[src/rtl/txn_engine.sv]
// txn_engine: coin-ledger transfer engine, multi-cycle checks then atomic commit.
// Optional macro TXN_ENGINE_STATS_EN adds ok_count/err_count outputs.
module txn_engine #(
  parameter int NUM_PLAYERS = 2,
  parameter int ID_W        = 1,
  parameter int BAL_W       = 11,
  parameter int AMT_W       = 8,
  parameter int KEY_W       = 8
) (
  input  logic                         clock,
  input  logic                         resetn,
  input  logic                         start,
  input  logic [ID_W-1:0]              src_id,
  input  logic [ID_W-1:0]              dst_id,
  input  logic [AMT_W-1:0]             amount,
  input  logic [KEY_W-1:0]             input_key,
  input  logic [NUM_PLAYERS*KEY_W-1:0] key_table,
  input  logic                         init_en,
  input  logic [ID_W-1:0]              init_id,
  input  logic [BAL_W-1:0]             init_value,
  input  logic [ID_W-1:0]              rd_id,
  output logic [BAL_W-1:0]             rd_balance,
  output logic                         busy,
  output logic                         done,
  output logic [2:0]                   status
`ifdef TXN_ENGINE_STATS_EN
  ,
  output logic [15:0]                  ok_count,
  output logic [15:0]                  err_count
`endif
);

  typedef enum logic [2:0] {
    S_IDLE,
    S_CHK_AMT,
    S_CHK_KEY,
    S_COMMIT,
    S_RESP
  } state_t;

  localparam logic [2:0] ST_OK      = 3'd0;
  localparam logic [2:0] ST_ERR_ID  = 3'd1;
  localparam logic [2:0] ST_ERR_AMT = 3'd2;
  localparam logic [2:0] ST_ERR_KEY = 3'd3;
  localparam logic [2:0] ST_ERR_OVF = 3'd4;

  localparam logic [ID_W:0] NP = (ID_W+1)'(NUM_PLAYERS);

  state_t            state_q, state_d;
  logic [ID_W-1:0]   src_q, src_d;
  logic [ID_W-1:0]   dst_q, dst_d;
  logic [AMT_W-1:0]  amt_q, amt_d;
  logic [KEY_W-1:0]  key_q, key_d;
  logic [2:0]        res_q, res_d;
  logic              done_q, done_d;
  logic [2:0]        status_q, status_d;
  logic [BAL_W-1:0]  bal_q [NUM_PLAYERS];
  logic [BAL_W-1:0]  bal_d [NUM_PLAYERS];

  logic [BAL_W-1:0]  src_bal;
  logic [BAL_W-1:0]  dst_bal;
  logic [KEY_W-1:0]  src_key;
  logic [BAL_W-1:0]  amt_ext;
  logic [BAL_W:0]    dst_sum;
  logic              id_bad;
  logic              amt_bad;
  logic              key_bad;
  logic              ovf;
  logic              init_ok;

  always_comb begin
    src_bal = '0;
    dst_bal = '0;
    src_key = '0;
    for (int i = 0; i < NUM_PLAYERS; i++) begin
      if (src_q == ID_W'(i)) begin
        src_bal = bal_q[i];
        src_key = key_table[i*KEY_W +: KEY_W];
      end
      if (dst_q == ID_W'(i)) begin
        dst_bal = bal_q[i];
      end
    end
  end

  assign amt_ext = BAL_W'(amt_q);
  assign id_bad  = ({1'b0, src_q} >= NP) ||
                   ({1'b0, dst_q} >= NP) ||
                   (src_q == dst_q);
  assign amt_bad = (amt_q == '0) || (amt_ext > src_bal);
  assign key_bad = (key_q != src_key);
  assign dst_sum = {1'b0, dst_bal} + {1'b0, amt_ext};
  assign ovf     = dst_sum > {1'b0, {BAL_W{1'b1}}};
  assign init_ok = {1'b0, init_id} < NP;

  always_comb begin
    state_d  = state_q;
    src_d    = src_q;
    dst_d    = dst_q;
    amt_d    = amt_q;
    key_d    = key_q;
    res_d    = res_q;
    done_d   = 1'b0;
    status_d = status_q;
    bal_d    = bal_q;
    unique case (state_q)
      S_IDLE: begin
        if (start) begin
          src_d   = src_id;
          dst_d   = dst_id;
          amt_d   = amount;
          key_d   = input_key;
          state_d = S_CHK_AMT;
        end else if (init_en && init_ok) begin
          for (int i = 0; i < NUM_PLAYERS; i++) begin
            if (init_id == ID_W'(i)) bal_d[i] = init_value;
          end
        end
      end
      S_CHK_AMT: begin
        if (id_bad) begin
          res_d   = ST_ERR_ID;
          state_d = S_RESP;
        end else if (amt_bad) begin
          res_d   = ST_ERR_AMT;
          state_d = S_RESP;
        end else begin
          state_d = S_CHK_KEY;
        end
      end
      S_CHK_KEY: begin
        if (key_bad) begin
          res_d   = ST_ERR_KEY;
          state_d = S_RESP;
        end else if (ovf) begin
          res_d   = ST_ERR_OVF;
          state_d = S_RESP;
        end else begin
          state_d = S_COMMIT;
        end
      end
      S_COMMIT: begin
        // ids already validated distinct and in range
        for (int i = 0; i < NUM_PLAYERS; i++) begin
          if (src_q == ID_W'(i)) begin
            bal_d[i] = bal_q[i] - amt_ext;
          end else if (dst_q == ID_W'(i)) begin
            bal_d[i] = bal_q[i] + amt_ext;
          end
        end
        res_d   = ST_OK;
        state_d = S_RESP;
      end
      S_RESP: begin
        done_d   = 1'b1;
        status_d = res_q;
        state_d  = S_IDLE;
      end
      default: state_d = S_IDLE;
    endcase
  end

  always_ff @(posedge clock or negedge resetn) begin
    if (!resetn) begin
      state_q  <= S_IDLE;
      src_q    <= '0;
      dst_q    <= '0;
      amt_q    <= '0;
      key_q    <= '0;
      res_q    <= '0;
      done_q   <= 1'b0;
      status_q <= '0;
      for (int i = 0; i < NUM_PLAYERS; i++) bal_q[i] <= '0;
    end else begin
      state_q  <= state_d;
      src_q    <= src_d;
      dst_q    <= dst_d;
      amt_q    <= amt_d;
      key_q    <= key_d;
      res_q    <= res_d;
      done_q   <= done_d;
      status_q <= status_d;
      bal_q    <= bal_d;
    end
  end

  always_comb begin
    rd_balance = '0;
    for (int i = 0; i < NUM_PLAYERS; i++) begin
      if (rd_id == ID_W'(i)) rd_balance = bal_q[i];
    end
  end

  assign busy   = (state_q != S_IDLE);
  assign done   = done_q;
  assign status = status_q;

`ifdef TXN_ENGINE_STATS_EN
  logic [15:0] ok_cnt_q, ok_cnt_d;
  logic [15:0] err_cnt_q, err_cnt_d;

  // counters move on the same edge that raises done
  always_comb begin
    ok_cnt_d  = ok_cnt_q;
    err_cnt_d = err_cnt_q;
    if (state_q == S_RESP) begin
      if (res_q == ST_OK) begin
        if (ok_cnt_q != 16'hFFFF) ok_cnt_d = ok_cnt_q + 16'd1;
      end else begin
        if (err_cnt_q != 16'hFFFF) err_cnt_d = err_cnt_q + 16'd1;
      end
    end
  end

  always_ff @(posedge clock or negedge resetn) begin
    if (!resetn) begin
      ok_cnt_q  <= '0;
      err_cnt_q <= '0;
    end else begin
      ok_cnt_q  <= ok_cnt_d;
      err_cnt_q <= err_cnt_d;
    end
  end

  assign ok_count  = ok_cnt_q;
  assign err_count = err_cnt_q;
`endif

endmodule

[config.mk]
export PLATFORM = sky130hd
export DESIGN_NAME = txn_engine
export DESIGN_NICKNAME = d
export VERILOG_FILES = /design/src/rtl/txn_engine.sv
export SDC_FILE = /design/constraint.sdc
export NUM_CORES = 1
export LEC_CHECK = 0
export ABC_CLOCK_PERIOD_IN_PS = 2600
export CAP_MARGIN = 10
export CORE_MARGIN = 4
export CORE_UTILIZATION = 58
export CTS_BUF_LIST = sky130_fd_sc_hd__clkbuf_8 sky130_fd_sc_hd__clkbuf_16
export DETAILED_ROUTE_END_ITERATION = 10
export DONT_BUFFER_PORTS = 1
export GPL_TIMING_DRIVEN = 0
export PLACE_DENSITY = 0.87
export REMOVE_ABC_BUFFERS = 1
export SKIP_LAST_GASP = 1
export SLEW_MARGIN = 20
export SYNTH_ARGS = -nofsm -noshare
export SYNTH_HDL_FRONTEND = slang
export SYNTH_SLANG_ARGS = --single-unit
[constraint.sdc]
create_clock -name clock -period 2.6 [get_ports clock]
set_input_delay 0.39 -clock clock [delete_from_list [all_inputs] [get_ports clock]]
set_output_delay 0.39 -clock clock [all_outputs]
set_load 0.03 [all_outputs]
Word level (Yosys, flattened, before mapping) --
Index checks and enable logic that the tools add are counted.
Cells by class: reductions and logical operators 10, order comparisons 2, add/subtract/negate cells 5, equal/unequal tests 15, multiplexer cells 25
Operators with widths (number):
- 11-bit two-way mux | 9
- 22-bit two-way mux | 2
- 22-bit one-hot mux with 2 select lines | 1
- 3-bit two-way mux | 9
- 11-bit by 8-bit adder with 11-bit output | 2
- 11-bit by 8-bit subtractor with 11-bit output | 2
- 11-bit by 8-bit adder with 12-bit output | 1
- 12-bit by 11-bit > comparator with 1-bit output, second input constant | 1
- 3-bit inequality test, second input constant | 4
- 3-bit one-hot mux with 4 select lines | 1
- 8-bit by 11-bit > comparator with 1-bit output | 1
- 2-bit inequality test, second input constant | 5
- 5-bit AND reduction | 2
- 3-bit one-hot mux with 3 select lines | 1
- 8-bit logical NOT | 1
- 8-bit two-way mux | 1
- 8-bit inequality test | 1
- 3-bit by 2-bit == test with 1-bit output, second input constant | 2
- 3-bit nonzero test | 2
- 3-bit by 1-bit == test with 1-bit output, second input constant | 1
- 3-bit == test, second input constant | 1
- 3-bit logical NOT | 1
- 3-bit AND reduction | 1
- 2-bit AND reduction | 1
- 4 further kinds | 4
Word-level totals: input port bits 51, register bits 50, logic and storage cells 67

Depth between registers and ports, before layout --
Gate-level depths: netlist of the first run.
depth in word-level cells 6, depth in mapped cells 13

Worst setup path after synthesis of the first run --
OpenSTA, ideal clock, no wires.
path type reg2reg, start reg src_q, end reg res_q[0], buffers on the path 3, required time 2.472 ns, stages on the path, launching flop included 12, setup slack -0.222 ns, period minus slack after synthesis 2.822 ns, data arrival time 2.694 ns, library setup time 0.128 ns, path through dfrtp_1 buf_6 buf_6 clkbuf_1 mux2_2 ha_1 nand4_1 o22ai_1 nor2_1 a21oi_1 a311o_1 mux2_1
On the way: longest elaborated chain between the ends 5, elaborated cells on any way between the ends 12
Ends and longest elaborated chain:
- start, declared | line 50 | logic [ID_W-1:0] src_q, src_d;
- start signal, assigned | line 176 | src_q <= src_d;
- 11-bit two-way mux | line 76 | if (src_q == ID_W'(i)) begin
- 8-bit by 11-bit > comparator with 1-bit output | line 90 | assign amt_bad = (amt_q == '0) || (amt_ext > src_bal);
- 1-bit logical OR | line 90
- 3-bit inequality test (no line)
- 3-bit AND reduction (no line)
- end signal, assigned | line 180 | res_q <= res_d;
- end, declared | line 54 | logic [2:0] res_q, res_d;
Parallel ways exist; a longest one is shown, timed or not. A chain may end at the register's enable or synchronous reset.

Worst setup path after layout of the first run --
start reg amt_q[0], end reg bal_q[10] (netlist name)
On the way: longest elaborated chain between the ends 4, elaborated cells on any way between the ends 5
Ends and longest elaborated chain:
- start, declared | line 52 | logic [AMT_W-1:0] amt_q, amt_d;
- start signal, assigned | line 178 | amt_q <= amt_d;
- 11-bit by 8-bit adder with 11-bit output | line 148 | bal_d[i] = bal_q[i] + amt_ext;
- 11-bit two-way mux | line 147 | end else if (dst_q == ID_W'(i)) begin
- 11-bit two-way mux (*) | line 145 | if (src_q == ID_W'(i)) begin
- 22-bit one-hot mux with 2 select lines (*) | line 106 | unique case (state_q)
- end signal, assigned | line 183 | bal_q <= bal_d;
- end, declared | line 57 | logic [BAL_W-1:0] bal_q [NUM_PLAYERS];
Every way passes the cells marked *; elsewhere a longest branch is shown, timed or not. The select of a mux whose other input is x is not followed.

==> results_dict.tcl, run 1 <==
set metrics [dict create \
    drtIter0Drc 519 \
    period_needed_ns 2.732 \
    ant_nets 0 \
    worstSkewPairLatency_ns 0.33 \
    hp-class "input port to register" \
    cts_tree "done" \
    synthFlopType "dfrtp_1" \
    max_freq_ghz 0.3660 \
    core_mm2 0.006832 \
    die_area_mm2 0.008500 \
    hpwl_mm 7.669 \
    cts_buffers 5 \
    syn_area_mm2 0.004111 \
    grt_pass1_wl_mm 18.72 \
    grt_use_met2 0.4647 \
    ys_seq_elements 50 \
    crit_required_ns 2.83 \
    finalCritPeriodShare 1.051 \
    synth_fa_ha_area_frac 0.1284 \
    die_h_um 92.20 \
    finalHoldViolCount 0 \
    relSlewSlack 0.3685 \
    yosys.area_share.simple 0.1528 \
    path_max_fanout 5 \
    synth_top_family_by_area "compound AO/OA/AOI/OAI gates" \
    core.rowCount 30 \
    syn_to_final_growth_pct 21.88 \
    nFillCells 436 \
    r2r_cells 13 \
    grt_overflow 0 \
    synthXorXnorAreaFrac 0.05752 \
    wl_mm 13.07 \
    port-buffer-count 0 \
    finalSetupViolations 12 \
    clk_path_buf_depth 2 \
    synth-seq-area-share 0.3043 \
    avgRoutedWirePerCell_um 22.27 \
    grt.total_usage 0.2736 \
    setup.worst_path.start_class "register" \
    grtUsageMet3 0.06563 \
    violations "setup timing" \
    layout_common_cells "dfrtp_1, nor2_1, buf_4" \
    status "complete, but fails checks" \
    syn_inst 456 \
    syn_avg_cell_area_um2 9.016 \
    synthMuxAreaShare 0.1376 \
    synth_compound_area_frac 0.1765 \
    worst_pin_slew_ns 0.9373 \
    synth_edf_count 0 \
    num_io_pins 67 \
    first_pass_iters 5 \
    h-tree-depth 2 \
    num_antenna_cells 0 \
    whs_path_depth 2 \
    grt_pass1_vias 3931 \
    cts.sinks 50 \
    grt_max_degree 51 \
    synthArstFlopShare 1.000 \
    gp_congestion 0.9093 \
    layout_commonest_cell "dfrtp_1" \
    r2r_start "amt_q[0]" \
    remaining_drc_errors 0 \
    rrSetupSlack_ns -0.13 \
    synth.distinct_cells 51 \
    initial_utilization 0.6018 \
    arrival_ns 2.96 \
    rsz0062_at_grt "yes" \
    top_usage_layer "met2" \
    drv_cap 0 \
    finClkSkew_ns 0.01664 \
    antenna_found_initial 0 \
    via_per_inst 6.843 \
    endpoint_kind "register" \
    clk_pin_slew_ns 0.12 \
    grtUsageMet1 0.3247 \
    ctsRootBufferMaster "clkbuf_8" \
    min_to "dst_q" \
    setup_slack_ns -0.1320 \
    postLayoutCellArea_mm2 0.005011 \
    critPathKind "register to register" \
    maxSlewViolCount 0 \
    fin_nets 582 \
    num_vias 4017 \
    dieWidth_um 92.20 \
    ys_warn_count 0 \
    place_area_mm2 0.004188 \
    holdCritStartpoint "dst_id" \
    timing.rr.end "bal_q[10]" \
    layout-drive-gt1-share 0.3075 \
]
[cell usage after synthesis, types with 3 or more instances]
cell / instances / area share
dfrtp_1: 50 / 0.30
ha_1: 39 / 0.12
nor2_1: 39 / 0.036
a21oi_1: 37 / 0.045
mux2_2: 34 / 0.093
nand2_1: 33 / 0.030
o21ai_0: 31 / 0.038
inv_1: 24 / 0.022
mux2i_1: 16 / 0.039
xor2_1: 15 / 0.032
xnor2_1: 12 / 0.026
a31oi_1: 10 / 0.015
nor3_1: 10 / 0.012
a21o_1: 8 / 0.015
clkbuf_1: 8 / 0.0073
nand3_1: 8 / 0.0097
nand4_1: 8 / 0.012
buf_2: 6 / 0.0073
a211oi_1: 5 / 0.0091
and2_1: 5 / 0.0076
nor2b_1: 4 / 0.0061
nor3b_1: 4 / 0.0073
o211ai_1: 4 / 0.0073
o21a_1: 3 / 0.0055
o22ai_1: 3 / 0.0046
o2bb2ai_1: 3 / 0.0064
[cells by family after synthesis]
family | count (synthesis)
XOR/XNOR | 27
multiplexers | 52
adder cells (fa/ha/maj) | 41
buffers and inverters | 41
flip-flops | 50
AO/OA/AOI/OAI | 119
AND/OR/NAND/NOR | 126
[routing by layer]
layer  routed length [um]  up-vias
met4                  911        0
li1                     -     1719
met3                 1257       97
met1                 4633     1887
met5                    0        -
met2                 6269      314
[repair_timing]
item                                    CTS  global route
buffers inserted                         24            16
pin swaps                                28            41
endpoints found under the setup margin   16            19
hold endpoints to repair                 50             0
gates resized for setup                  46            41
hold buffers                              2             0
[worst max-delay path by stage]
stage | from | end | slack [ns] | cells past startpoint
6_report | amt_q[0] | bal_q[10] | -0.13 | 13
5_1_grt | amt_q[0] | bal_q[21] | -0.23 | 12
4_1_cts | amt_q[1] | bal_q[10] | -0.15 | 13
3_5_place_dp | amt_q[0] | bal_q[10] | -0.74 | 13
3_3_place_gp | src_q | bal_q[10] | -0.86 | 9
2_1_floorplan | src_q | bal_q[10] | -0.40 | 9
[stage by stage]
| stage | worst slack, ns | TNS [ns] | utilization | instances | hold slack [ns] |
|---|---|---|---|---|---|
| floorplan | -0.3992 | -2.516 | - | 439 | 0.09441 |
| global placement | -0.8582 | -15.19 | 0.6068 | 535 | 0.09656 |
| detailed placement | -0.7351 | -5.148 | 0.6130 | 537 | 0.09651 |
| CTS | -0.1492 | -0.1656 | 0.6919 | 571 | 0.1948 |
| global route | -0.2343 | -2.195 | 0.7335 | 587 | 0.1895 |
| finish | -0.1320 | -0.9005 | 0.7335 | 587 | 0.1835 |
[worst max-delay path, stage by stage (launching register included)]
cell and delay [ns]:
dfrtp_1 0.43, buf_6 0.14, nor3_4 0.27, a21oi_2 0.13, xnor2_2 0.21, inv_2 0.07
ha_4 0.30, o211ai_1 0.12, o211ai_1 0.29, buf_4 0.17, nand4_1 0.16, o41ai_4 0.11
o21ai_1 0.09, nor3b_2 0.16
[sequential cells by signal, summed over array words and instances (netlist names)]
register / cells
amt_q: 8
bal_q: 22
done: 1
dst_q: 1
key_q: 8
res_q: 3
src_q: 1
state_q: 3
status: 3
[cell type report]
cell class	count	area, um2	share of cell area
clock buffer	5	68.82	0.01373
clock inverter	3	28.78	0.005743
inverter	24	90.09	0.01798
multi-input combinational	365	3062	0.6110
sequential	50	1259	0.2512
tap	96	120.1	0.02397
timing repair buffer	44	382.9	0.07640
Power of run 1 is not shown: default switching activity piles up to over one toggle a cycle in this logic, so the estimate is an artifact.
==> run 2, diff against run 1 <==
- CORE_ASPECT_RATIO: default -> 0.5
- CTS_BUF_LIST: sky130_fd_sc_hd__clkbuf_8 sky130_fd_sc_hd__clkbuf_16 -> default
==> run 2 against run 1 <==
Compared with the run above: the flow still finishes with violations (setup timing); wire length up 1.0%; via count shrank 0.60%; cell area shrank 2.4%; largest cell class unchanged; first-iteration DRC count rose by 51%; clock skew is 0.011 ns lower; fmax shrank 3.7%; flip-flop and latch count stayed put; count of clock-buffer cells in the layout increased by 1; register-to-register slack worse by 0.11 ns; sequential share of layout area is 0.66 points higher; worst setup slack got worse by 0.11 ns.
==> results_dict.tcl, run 2 (synthesis results as in run 1) <==
set metrics [dict create \
    layout_common_cells "dfrtp_1, nor2_1, mux2_2" \
    num_io_pins 67 \
    top_usage_layer "met2" \
    initial_utilization 0.6065 \
    core.rowCount 21 \
    r2r_start "amt_q[0]" \
    drtIter0Drc 784 \
    timing.rr.end "bal_q[10]" \
    grt_overflow 0 \
    maxSlewViolCount 0 \
    whs_path_depth 2 \
    core_mm2 0.006779 \
    finalHoldViolCount 0 \
    gp_congestion 0.8931 \
    layout_commonest_cell "dfrtp_1" \
    regMostFlops "bal_q" \
    max_freq_ghz 0.3524 \
    grt_pass1_wl_mm 18.84 \
    violations "setup timing" \
    finalSetupViolations 10 \
    dieWidth_um 127.1 \
    h-tree-depth 2 \
    fin_nets 563 \
    tns_ns -1.160 \
    status "complete, but fails checks" \
    crit_required_ns 2.83 \
    multi_input_area_mm2 0.003027 \
    min_to "src_q" \
    cts_buffers 5 \
    seqCellArea_mm2 0.001260 \
    grtUsageMet3 0.09321 \
    arrival_ns 3.07 \
    ant_nets 0 \
    num_vias 3993 \
    layout-drive-gt1-share 0.2691 \
    num_antenna_cells 0 \
    holdCritStartpoint "src_id" \
    critPathKind "register to register" \
    r2r_cells 13 \
    port-buffer-count 0 \
    die_h_um 67.54 \
    nFillCells 414 \
    largest_reg_flops 22 \
    rsz0062_at_grt "yes" \
    path_max_fanout 7 \
    grt_use_met2 0.4809 \
    worst_pin_slew_ns 1.008 \
    whs_ns 0.2067 \
    grt.total_usage 0.2817 \
    avgRoutedWirePerCell_um 23.41 \
    cts.sinks 50 \
    hpwl_mm 7.323 \
    syn_to_final_growth_pct 18.90 \
    grt_max_degree 51 \
    dpl_worst_slack_ns -0.6542 \
    relSlewSlack 0.3210 \
    drv_cap 0 \
    clk_pin_slew_ns 0.07 \
    wl_mm 13.21 \
    finClkSkew_ns 0.005249 \
    hp-class "input port to register" \
    top_regs "bal_q (22), amt_q (8), key_q (8)" \
    period_needed_ns 2.838 \
    setup_slack_ns -0.2375 \
    rrSetupSlack_ns -0.24 \
    ctsRootBufferMaster "clkbuf_16" \
    via_per_inst 7.080 \
    first_pass_iters 5 \
    cts_tree "done" \
    finalCritPeriodShare 1.091 \
    clk_path_buf_depth 2 \
    grtUsageMet1 0.3406 \
    endpoint_kind "register" \
    setup.worst_path.start_class "register" \
    worstSkewPairLatency_ns 0.30 \
    remaining_drc_errors 0 \
    die_area_mm2 0.008582 \
    antenna_found_initial 0 \
    grt_pass1_vias 3754 \
]
## run 2: changes by cell type in the layout (fill, tap and decap cells not counted), sizes merged
cell      change
clkbuf        +1
clkinvlp      +1
buf          -19
inv           -1
clkinv        -1
## run 2: metrics by stage
step	std cells	util	instance area (um2)
5_1_grt	564	0.7211	4888
3_3_place_gp	531	0.6107	4140
3_5_place_dp	534	0.6181	4190
4_1_cts	556	0.6866	4654
2_1_floorplan	439	-	4025
6_report	564	0.7211	4888
## run 2: per-layer routing
layer	vias up	wire length (um)	share of wire
met4	0	792	0.060
met5	-	0	0
li1	1687	-	-
met3	107	1521	0.12
met1	1867	5000	0.38
met2	332	5893	0.45
## run 2: layout make-up
| type | count | share of cell area |
|---|---|---|
| inverter | 24 | 0.01843 |
| timing repair buffer | 25 | 0.04940 |
| clock inverter | 2 | 0.003327 |
| sequential | 50 | 0.2577 |
| multi-input combinational | 365 | 0.6191 |
| clock buffer | 6 | 0.02841 |
| tap | 92 | 0.02355 |
## run 2: critical path, stage by stage, from the launching register on
cell and delay, ns:
dfrtp_1 0.39, buf_4 0.15, nor3_4 0.24, a21oi_2 0.12, xnor2_2 0.27, inv_2 0.11, ha_4 0.33, o211ai_1 0.12
o211ai_1 0.31, buf_4 0.17, nand4_1 0.16, o41ai_4 0.10, nor3_1 0.12, nor3b_2 0.18
## run 2: worst max path at each step
stage                        start         to  cells past startpoint
after global routing      amt_q[1]  bal_q[10]                     13
after floorplan              src_q  bal_q[10]                      9
after global placement       src_q  bal_q[10]                      9
after CTS                 amt_q[0]  bal_q[21]                     12
after detailed placement  amt_q[0]  bal_q[10]                     13
final                     amt_q[0]  bal_q[10]                     13
## run 2: timing repair
action,CTS,global route
gates resized for setup,37,39
hold buffers,2,0
pin swaps,4,13
setup buffers,12,8
setup endpoints to repair,18,20
hold endpoints to repair,50,0
Power of run 2 is left out for the same reason.
==> run 3, diff against run 2 <==
- PLACE_DENSITY: 0.87 -> 0.76
==> run 3 against run 2 <==
Compared with the run above: the flow still finishes with violations (setup timing); utilization rose by 6.1 points; count of clock-buffer cells in the layout did not move; critical path depth fell by 2; global-route usage fell by 1.2 points; first-iteration DRC count fell by 20%; non-clock buffer count rose by 31; flip-flop and latch count did not move; final cell count rose by 5.5%; critical endpoint unchanged.
==> results_dict.tcl, run 3 (synthesis results as in run 1) <==
set metrics [dict create \
    status "complete, but fails checks" \
    violations "setup timing" \
    dpl_worst_slack_ns -0.7112 \
    core_mm2 0.006779 \
    hp-class "input port to register" \
    ant_nets 0 \
    relSlewSlack 0.3309 \
    port-buffer-count 0 \
    layout_common_cells "buf_4, dfrtp_1, nor2_1" \
    cts_buffers 5 \
    period_needed_ns 2.745 \
    largest_reg_flops 22 \
    num_io_pins 67 \
    dieWidth_um 127.1 \
    cts.sinks 50 \
    cts_tree "done" \
    drtIter0Drc 625 \
    initial_utilization 0.6065 \
    grt_overflow 0 \
    finalSetupViolations 11 \
    critPathKind "register to register" \
    endpoint_kind "register" \
    hpwl_mm 7.573 \
    grt_pass1_vias 3529 \
    max_freq_ghz 0.3643 \
    drv_cap 0 \
    gp_congestion 0.8807 \
    setup_slack_ns -0.1451 \
    path_max_fanout 4 \
    num_vias 4049 \
    crit_required_ns 2.78 \
    antenna_found_initial 0 \
    remaining_drc_errors 0 \
    layout_commonest_cell "buf_4" \
    die_h_um 67.54 \
    core.rowCount 21 \
    avgRoutedWirePerCell_um 22.45 \
    setup.worst_path.start_class "register" \
    worstSkewPairLatency_ns 0.30 \
    die_area_mm2 0.008582 \
    finClkSkew_ns 0.004556 \
    grt_pass1_wl_mm 18.02 \
    clk_pin_slew_ns 0.07 \
    syn_to_final_growth_pct 28.91 \
    fin_nets 594 \
    via_per_inst 6.805 \
    first_pass_iters 6 \
    finalHoldViolCount 0 \
    top_regs "bal_q (22), amt_q (8), key_q (8)" \
    h-tree-depth 2 \
    ctsRootBufferMaster "clkbuf_16" \
    maxSlewViolCount 0 \
    clk_path_buf_depth 2 \
    whs_path_depth 2 \
    r2r_cells 11 \
    grt_max_degree 51 \
    layout-drive-gt1-share 0.3559 \
    arrival_ns 2.93 \
    rsz0062_at_grt "yes" \
    worst_pin_slew_ns 0.9931 \
    grt.total_usage 0.2700 \
    num_antenna_cells 0 \
    wl_mm 13.36 \
    regMostFlops "bal_q" \
    finalCritPeriodShare 1.056 \
]
## run 3: what timing repair did
item	CTS	global route
gates resized for setup	54	55
pin swaps	15	33
endpoints found under the hold margin	50	0
endpoints found under the setup margin	16	14
buffers inserted	19	31
cloned	0	1
hold buffers	2	0
## run 3: worst paths after layout
path | end | start | slack, ns
worst max-delay path | bal_q[10] | amt_q[1] | -0.15
worst min-delay path | src_q | src_id | 0.21
worst max register to register | bal_q[10] | amt_q[1] | -0.15
worst min register to register | res_q[0] | res_q[0] | 0.52
max in group asynchronous | src_q | resetn | 1.76
min in group asynchronous | key_q[2] | resetn | 0.60
## run 3: cell type report
| class | count | area (um2) |
|---|---|---|
| multi-input combinational | 365 | 3164 |
| fill | 380 | 1479 |
| sequential | 50 | 1264 |
| timing repair buffer | 56 | 508.0 |
| clock buffer | 6 | 138.9 |
| tap | 92 | 115.1 |
| inverter | 24 | 92.59 |
| clock inverter | 2 | 17.52 |
## run 3: metal layers
layer | track usage | share of wire | vias to the layer above
li1 | - | - | 1751
met1 | 0.3684 | 0.41 | 1956
met2 | 0.4276 | 0.44 | 278
met3 | 0.07820 | 0.11 | 64
met4 | 0.06684 | 0.038 | 0
met5 | 0 | 0 | -
## run 3: critical path: stages (launching register included)
cell      delay (ns)
dfrtp_2         0.45
nor3_4          0.28
nor2_1          0.09
xor2_1          0.25
inv_1           0.08
ha_1            0.33
o211ai_1        0.27
o211ai_1        0.16
and2_1          0.18
o41ai_2         0.25
o21ai_0         0.14
nor3b_1         0.15
## run 3: stage by stage
stage / instance area [um2] / TNS [ns] / utilization / hold slack (ns) / std cells
after global routing: 5300 / -1.819 / 0.7818 / 0.2084 / 595
after global placement: 4140 / -18.87 / 0.6107 / 0.09539 / 531
after CTS: 4761 / -0.1063 / 0.7023 / 0.2116 / 563
final: 5300 / -0.7606 / 0.7818 / 0.2133 / 595
after detailed placement: 4190 / -4.913 / 0.6181 / 0.09538 / 534
after floorplan: 4025 / -2.516 / - / 0.09441 / 439
Power of run 3 is left out for the same reason.
